**config.mk**
```make
export PLATFORM = sky130hd
export DESIGN_NAME = inha_led_game
export DESIGN_NICKNAME = d
export VERILOG_FILES = /design/src/rtl/inha_led_game.sv
export SDC_FILE = /design/constraint.sdc
export NUM_CORES = 1
export LEC_CHECK = 0
export BUFFER_PORTS_ARGS = -buffer_cell sky130_fd_sc_hd__buf_2
export CAP_MARGIN = 20
export CORE_MARGIN = 4
export CORE_UTILIZATION = 45
export CTS_BUF_LIST = sky130_fd_sc_hd__clkbuf_8
export CTS_CLUSTER_DIAMETER = 30
export CTS_CLUSTER_SIZE = 8
export DETAILED_ROUTE_END_ITERATION = 16
export PLACE_DENSITY = 0.68
export RECOVER_POWER = 25
export SLEW_MARGIN = 10
export SYNTH_ARGS = -nofsm -noshare
export SYNTH_HDL_FRONTEND = slang
export SYNTH_SLANG_ARGS = --single-unit
```
**constraint.sdc**
```tcl
create_clock -name clk -period 1.9 [get_ports clk]
set_clock_uncertainty 0.2 [all_clocks]
set_input_delay 0.285 -clock clk [delete_from_list [all_inputs] [get_ports clk]]
set_output_delay 0.285 -clock clk [all_outputs]
set_load 0.01 [all_outputs]
```
**src/rtl/inha_led_game.sv**
```systemverilog
// inha_led_game: a lit target rotates across the LED bar; pressing U on HIT_POS scores, otherwise it counts a miss.
// A press takes effect 2 edges after the pin is first sampled low. Define INHA_SCORE_DISPLAY_EN to show score/misses on the bar in WIN/LOSE.
module inha_led_game #(
  parameter int LED_W    = 8,
  parameter int TICK_DIV = 4,
  parameter int ROUNDS   = 8,
  parameter int MAX_MISS = 3,
  parameter int HIT_POS  = 0,
  localparam int SC_W    = $clog2(ROUNDS + 1)
) (
  input  logic             clk,
  input  logic             rst_n,
  input  logic             L,
  input  logic             R,
  input  logic             U,
  input  logic             D,
  input  logic             SW0,
  input  logic             SW1,
  input  logic             SW2,
  input  logic             SW3,
  output logic [LED_W-1:0] LED,
  output logic             RD,
  output logic             GN,
  output logic             YL,
  output logic [SC_W-1:0]  score
);

  localparam int TG_W = (LED_W > 1) ? $clog2(LED_W) : 1;
  localparam int MS_W = $clog2(MAX_MISS + 1);
  localparam int CT_W = $clog2(2 * TICK_DIV);

  localparam logic [TG_W-1:0] TG_TOP = TG_W'(LED_W - 1);
  localparam logic [TG_W-1:0] TG_HIT = TG_W'(HIT_POS);
  localparam logic [SC_W-1:0] SC_MAX = SC_W'(ROUNDS);
  localparam logic [MS_W-1:0] MS_MAX = MS_W'(MAX_MISS);
  localparam logic [CT_W-1:0] P_FAST = CT_W'(TICK_DIV - 1);
  localparam logic [CT_W-1:0] P_SLOW = CT_W'(2 * TICK_DIV - 1);

  typedef enum logic [2:0] {IDLE, PLAY, PAUSE, WIN, LOSE} state_t;

  state_t          state, state_nx;
  logic [TG_W-1:0] target, target_step;
  logic [MS_W-1:0] misses;
  logic [CT_W-1:0] tick, period;
  logic            left, slow, clear;

  // Pins idle high; a press is the 1->0 edge of the synchronised level.
  logic [7:0] pins, sync1, sync2, prev, press;
  logic       p_l, p_r, p_u, p_d, p_sw0, p_sw1, p_sw3;
  logic       unused_sw2;

  assign pins = {SW3, SW2, SW1, SW0, D, U, R, L};

  always_ff @(posedge clk) begin
    if (!rst_n) begin
      sync1 <= '1;
      sync2 <= '1;
      prev  <= '1;
    end else begin
      sync1 <= pins;
      sync2 <= sync1;
      prev  <= sync2;
    end
  end

  assign press      = prev & ~sync2;
  assign p_l        = press[0];
  assign p_r        = press[1];
  assign p_u        = press[2];
  assign p_d        = press[3];
  assign p_sw0      = press[4];
  assign p_sw1      = press[5];
  assign unused_sw2 = press[6];
  assign p_sw3      = press[7];

  always_ff @(posedge clk) begin
    if (!rst_n) state <= IDLE;
    else        state <= state_nx;
  end

  always_comb begin
    state_nx = state;
    if (p_sw3) begin
      state_nx = IDLE;
    end else begin
      case (state)
        IDLE, WIN, LOSE: if (p_sw0) state_nx = PLAY;
        PLAY: begin
          if (score == SC_MAX)       state_nx = WIN;
          else if (misses == MS_MAX) state_nx = LOSE;
          else if (p_sw1)            state_nx = PAUSE;
        end
        PAUSE:   if (p_sw1) state_nx = PLAY;
        default: state_nx = IDLE;
      endcase
    end
  end

  // Abort and (re)start both load the power-on game values.
  assign clear  = p_sw3 || (p_sw0 && (state inside {IDLE, WIN, LOSE}));
  assign period = slow ? P_SLOW : P_FAST;

  always_comb begin
    if (left) target_step = (target == TG_TOP) ? '0 : target + TG_W'(1);
    else      target_step = (target == '0) ? TG_TOP : target - TG_W'(1);
  end

  always_ff @(posedge clk) begin
    if (!rst_n || clear) begin
      target <= TG_TOP;
      left   <= 1'b0;
      slow   <= 1'b0;
      tick   <= '0;
      score  <= '0;
      misses <= '0;
    end else if (state == PLAY) begin
      if (p_l && !p_r)      left <= 1'b1;
      else if (p_r && !p_l) left <= 1'b0;

      if (p_d) begin
        slow <= ~slow;
        tick <= '0;
      end else if (tick == period) begin
        tick   <= '0;
        target <= target_step;
      end else begin
        tick <= tick + CT_W'(1);
      end

      // The hit test sees the target as it was before any step on this edge.
      if (p_u) begin
        if (target == TG_HIT) begin
          if (score != SC_MAX) score <= score + SC_W'(1);
        end else if (misses != MS_MAX) begin
          misses <= misses + MS_W'(1);
        end
      end
    end
  end

  always_comb begin
    LED = '0;
    RD  = 1'b0;
    GN  = 1'b0;
    YL  = 1'b0;
    case (state)
      IDLE: YL = 1'b1;
      PLAY: begin
        LED = LED_W'(1) << target;
        GN  = 1'b1;
      end
      PAUSE: begin
        LED = LED_W'(1) << target;
        YL  = 1'b1;
      end
      WIN: begin
        GN = 1'b1;
`ifdef INHA_SCORE_DISPLAY_EN
        LED = LED_W'(score);
`else
        LED = '1;
`endif
      end
      LOSE: begin
        RD = 1'b1;
`ifdef INHA_SCORE_DISPLAY_EN
        LED = LED_W'(misses);
`else
        LED = '0;
`endif
      end
      default: YL = 1'b1;
    endcase
  end

endmodule
```
==> results of run 1 <==
[flip-flops by register name, indices dropped and copies added, names as in the netlist]
register / cells
state: 3
tick: 3
prev: 7
left: 1
score: 4
slow: 1
sync1: 7
misses: 2
target: 3
sync2: 7
[worst max-delay path, stage by stage, from the launching register on]
cell and delay (ps):
dfxtp_2 340, or3b_4 410, o32ai_2 280, a22oi_1 120
or3b_1 380, o41ai_1 60
[kinds of logic (layout without fill, tap and decap cells)]
logic type,count (synthesis),after routing,synth area share
DFF,38,38,0.4368
xor gates and xnor gates,6,6,0.03017
muxes,4,4,0.02299
and+or+nand+nor,82,82,0.2644
AOI/OAI and AO/OA,31,31,0.1056
buffers and inverters,20,79,0.05388
adders and majority gates,12,12,0.08620
[synthesized netlist by cell type]
cell type,number
nand3_1,3
o21ai_1,3
or4_4,1
clkbuf_1,6
xnor2_1,2
nor4_4,1
o32ai_1,1
a221o_1,1
nor2_1,17
nand4b_1,1
o41ai_1,1
dfxtp_1,38
or3b_1,2
a22oi_1,1
o211ai_1,2
nor3_1,3
inv_1,10
nand4_1,1
xor2_1,4
mux2i_1,4
a31o_2,1
a21oi_1,15
nor4_1,1
and2_1,1
buf_6,2
buf_4,1
or2_1,1
a2111oi_0,1
o21ai_0,4
ha_1,12
nand2_1,15
nand2b_1,25
nor3b_1,2
nor2_2,2
nor2b_1,4
a31oi_1,1
inv_2,1
and3b_1,2
[final cells by class]
type / count / area, um^2
sequential: 38 / 768.2
timing repair buffer: 60 / 429.2
tap: 48 / 60.06
clock buffer: 5 / 68.82
multi-input combinational: 135 / 983.4
inverter: 11 / 41.29
fill: 295 / 1269
clock inverter: 3 / 68.82
[metal layers]
layer  share of wire  GRT usage  up-vias
li1                -          -      755
met3           0.046    0.05755        8
met5               0          0        -
met1            0.43     0.1604      667
met4           0.023    0.05106        0
met2            0.50     0.2434       23
[worst max-delay path by stage]
stage | to | slack, ps
finish | state[2] | 20
global placement | state[2] | 20
global route | score[3] | -70
floorplan | state[2] | -20
CTS | LED[0] | 10
detailed placement | state[2] | -20
[where the power goes]
group / internal (uW) / switching, uW
Clock: 526 / 285
Sequential: 824 / 10.9
Combinational: 145 / 125
[through the flow]
step | utilization | area [um^2] | setup WS, ps | power, uW
4_1_cts | 0.6228 | 2297 | 12.79 | 1899
5_1_grt | 0.6560 | 2420 | -72.58 | 2024
3_3_place_gp | 0.5516 | 2034 | 22.23 | 1065
6_report | 0.6560 | 2420 | 15.13 | 1917
3_5_place_dp | 0.5516 | 2034 | -19.31 | 1071
2_1_floorplan | - | 1750 | -19.07 | 1001
[timing repair]
item	CTS	global route
setup endpoints to repair	8	15
endpoints found under the hold margin	7	0
pin swaps	2	8
hold buffers	7	0
buffers inserted	2	8
gates resized for setup	12	17
==> run_results.csv, run 1 <==
group,metric,value,unit
timing,fmax,530.5,MHz
floorplan,die_h,70.21,um
clock_network,htree_num_levels,2,
worst_setup_path,reg2regPathDepth,5,
clock_network,cts_inserted_buffers,5,
synth,yosys.area.top_type,"dfxtp_1",
final_layout,most-common-layout-cells,"dfxtp_1, buf_4, nand2b_1",
timing,setup_viol,0,
worst_hold_path,hold_end,"prev[4]",
grt,grt_pass1_vias,1308,
worst_setup_path,reg2reg_slack,20,ps
grt,grt_pass1_wl,5.658,mm
detailed_routing,drt_iter0_drc,59,
detailed_routing,via_count,1453,
timing,drv_slew,0,
final_layout,fin_cells,300,
grt,overflow,0,
placement,gp_congestion,0.7785,
synth,ys_seq_elements,38,
floorplan,fp-row-count,22,
timing,tightestPinTransition,522.9,ps
worst_setup_path,crit_start,"state[0]",
pwr,leakagePower,0.001079,uW
detailed_routing,drtPass1Iterations,4,
final_layout,drive_gt1_frac,0.3611,
worst_setup_path,cp-end-kind,"flip-flop",
timing,timing.final.hold_violations,0,
synth,synthesis.area,1742,um^2
placement,placedCellCount,277,
worst_setup_path,rr_startpoint,"state[0]",
final_layout,final_common_cell,"dfxtp_1",
pwr,peakVddDrop,0.0005058,V
final_layout,antenna_cells,0,
floorplan,dieArea,4929,um^2
synth,syn_nets,215,
synth,synth_top_area_frac,0.4368,
synth,synthTopCellsByArea,"dfxtp_1, nand2b_1, ha_1",
worst_hold_path,min_from,"rst_n",
timing,post-route-min-period,1885,ps
run_status,outcome,"finished, final reports clean",
detailed_routing,drt-wirelength-per-cell,11.55,um
timing,whs,181.5,ps
grt,grt_max_degree,22,
detailed_routing,remaining_drc_errors,0,
detailed_routing,via_per_inst,4.843,
clock_network,cts_tree,"done",
final_layout,area_delta_synth_final,38.94,%
worst_setup_path,crit_arrival,1880,ps
clock_network,clock-sinks,38,
synth,syn_inst,193,
synth,syn_avg_cell_area,9.024,um^2
placement,hpwlAfterDp,2.220,mm
synth,ys_warn_count,0,
grt,antenna_found_initial,0,
worst_setup_path,r2r_end,"state[2]",
floorplan,initial_utilization,0.4722,
clock_network,clk_latency,290,ps
clock_network,root_buffer,"clkbuf_8",
timing,period_share,0.9920,
timing,fin_tns_setup,0,ps
worst_setup_path,startpoint_type,"flip-flop",
floorplan,fp.dieW,70.21,um
final_layout,final_nets,273,
worst_setup_path,worst_ep_required_time,1890,ps
timing,rsz0062_at_grt,"yes",
synth,seq_area_frac_synth,0.4368,
placement,io_buffers,23,
pwr,power_density,792.1,nW/um^2
clock_network,clk_pin_slew,80,ps
synth,synth.distinct_cells,38,
detailed_routing,postRouteAntennaNets,0,
run,max-cap-violations,0,
worst_hold_path,min_path_cells,3,
worst_hold_path,hp-class,"input port to flip-flop",
worst_setup_path,critPathKind,"flip-flop to flip-flop",
floorplan,io_pins,25,
clock_network,cts_max_path_buffers,2,
worst_setup_path,crit_path_max_fanout,4,
grt,grtUsageTotal,0.1430,
floorplan,core_area,3689,um^2
detailed_routing,finalWirelength,3.464,mm
timing,relSlewSlack,0.6477,
Power figures use the tool's default switching activity.
==> run 2: changes to the inputs <==
Settings changed: PLACE_DENSITY 0.68 to 0.65.
Clock period 1.9 ns to 1.8 ns, I/O delays scaled along.
==> run_results.csv, run 2 (same netlist as run 1, synthesis figures left out) <==
group,metric,value,unit
run_status,outcome,"finished, violations left",
run_status,violations,"negative setup slack",
final_layout,multi_input_area,1072,um^2
pwr,leakagePower,0.001120,uW
final_layout,reg_top3,"prev x7, sync1 x7, sync2 x7",
final_layout,final_util,0.6876,
timing,fin_ws,-139.8,ps
clock_network,cts_inserted_buffers,5,
clock_network,htree_num_levels,2,
final_layout,most-common-layout-cells,"dfxtp_1, buf_4, nand2b_1",
timing,relSlewSlack,0.7678,
final_layout,area_delta_synth_final,45.62,%
grt,grtUsageTotal,0.1541,
final_layout,antenna_cells,0,
worst_setup_path,reg2regPathDepth,6,
timing,rsz0062_at_grt,"yes",
run,max-cap-violations,0,
timing,timing.final.hold_violations,0,
grt,antenna_found_initial,0,
worst_setup_path,r2r_end,"misses[1]",
timing,whs,184.2,ps
floorplan,fp.dieW,70.21,um
worst_setup_path,crit_path_max_fanout,7,
clock_network,cts_tree,"done",
final_layout,final_nets,279,
pwr,power_density,719.1,nW/um^2
timing,setup_viol,17,
timing,post-route-min-period,1940,ps
grt,grt_pass1_vias,1484,
placement,gp_congestion,0.8442,
detailed_routing,finalWirelength,3.734,mm
clock_network,clk_latency,280,ps
worst_setup_path,cp-end-kind,"output pin",
placement,placedCellCount,283,
clock_network,clock-sinks,38,
floorplan,dieArea,4929,um^2
timing,period_share,1.078,
clock_network,root_buffer,"clkbuf_8",
floorplan,fp-row-count,22,
detailed_routing,drt-wirelength-per-cell,12.20,um
clock_network,cts_max_path_buffers,2,
pwr,peakVddDrop,0.0005805,V
worst_hold_path,min_from,"rst_n",
floorplan,io_pins,25,
final_layout,fillers,287,
clock_network,clk_pin_slew,70,ps
worst_setup_path,cp-endpoint,"LED[4]",
final_layout,fin_cells,306,
detailed_routing,postRouteAntennaNets,0,
grt,grt_pass1_wl,6.182,mm
floorplan,die_h,70.21,um
floorplan,core_area,3689,um^2
final_layout,seqCellArea,768.2,um^2
final_layout,drive_gt1_frac,0.4457,
worst_setup_path,startpoint_type,"flip-flop",
detailed_routing,drt_iter0_drc,48,
worst_hold_path,hp-class,"input port to flip-flop",
detailed_routing,via_count,1515,
worst_setup_path,rr_startpoint,"state[1]",
timing,drv_slew,0,
worst_setup_path,crit_arrival,1470,ps
worst_setup_path,reg2reg_slack,-140,ps
worst_setup_path,worst_ep_required_time,1330,ps
detailed_routing,via_per_inst,4.951,
placement,io_buffers,23,
floorplan,initial_utilization,0.4722,
detailed_routing,drtPass1Iterations,4,
final_layout,final_common_cell,"dfxtp_1",
timing,tightestPinTransition,345.8,ps
worst_setup_path,crit_start,"state[1]",
grt,overflow,0,
placement,hpwlAfterDp,2.576,mm
worst_setup_path,critPathKind,"flip-flop to output pin",
detailed_routing,remaining_drc_errors,0,
timing,fmax,515.5,MHz
grt,grt_max_degree,22,
[run 2: changes by cell type in the layout (fill, tap and decap cells not counted), sizes merged]
cell      previous run  this run
clkbuf               5         6
clkinvlp             0         1
bufinv               2         0
buf                 53        59
[run 2: metrics by stage]
stage               power [uW]  setup TNS, ps  instance area, um^2  worst slack (ps)
floorplan                 1061         -259.0                 1760            -96.42
global placement          1136         -122.4                 2090            -49.12
detailed placement        1149         -323.9                 2090            -151.7
CTS                       1816          -2170                 2400            -162.0
global route              1913          -2721                 2536            -182.2
finish                    1824          -1713                 2536            -139.8
[run 2: worst min path at each step]
| stage | cells past startpoint | to |
|---|---|---|
| finish | 3 | prev[4] |
| global route | 3 | sync1[7] |
| CTS | 3 | prev[4] |
| detailed placement | 1 | sync2[5] |
| global placement | 1 | sync2[7] |
| floorplan | 1 | prev[7] |
[run 2: power by group]
| group | total [uW] | internal [uW] | leakage [uW] | switching (uW) |
|---|---|---|---|---|
| logic | 342 | 186 | 0.000761 | 156 |
| registers | 888 | 870 | 0.000312 | 17.9 |
| clock network | 593 | 307 | 0.0000472 | 286 |
[run 2: critical path: stages (launching register included)]
cell and delay, ps:
dfxtp_2 340, buf_6 120, buf_6 110, or2_4 220, buf_6 140, nand3_2 70
a21oi_2 50, buf_2 140
[run 2: area by class of cell]
type                            count  share of cell area
Multi-Input combinational cell    135              0.4228
Sequential cell                    38              0.3029
Timing Repair Buffer               66              0.1968
Clock buffer                        6             0.03256
Tap cell                           48             0.02368
Inverter                           11             0.01628
Clock inverter                      2            0.004933
[run 2: routing by layer]
metal  global-route usage  vias to the layer above  wire length, um
met5                    0                        -                0
met4              0.07872                        0              102
met3              0.03597                       13              148
met2               0.2833                       29             1944
met1               0.1612                      702             1539
li1                     -                      771                -
[run 2: repair_timing]
| action | 4_1_cts | 5_1_grt |
|---|---|---|
| hold buffers | 7 | 0 |
| endpoints found under the setup margin | 18 | 26 |
| resized for setup | 25 | 30 |
| buffers inserted | 6 | 3 |
| pin swaps | 16 | 14 |
| gates cloned | 0 | 0 |
| hold endpoints to repair | 7 | 0 |
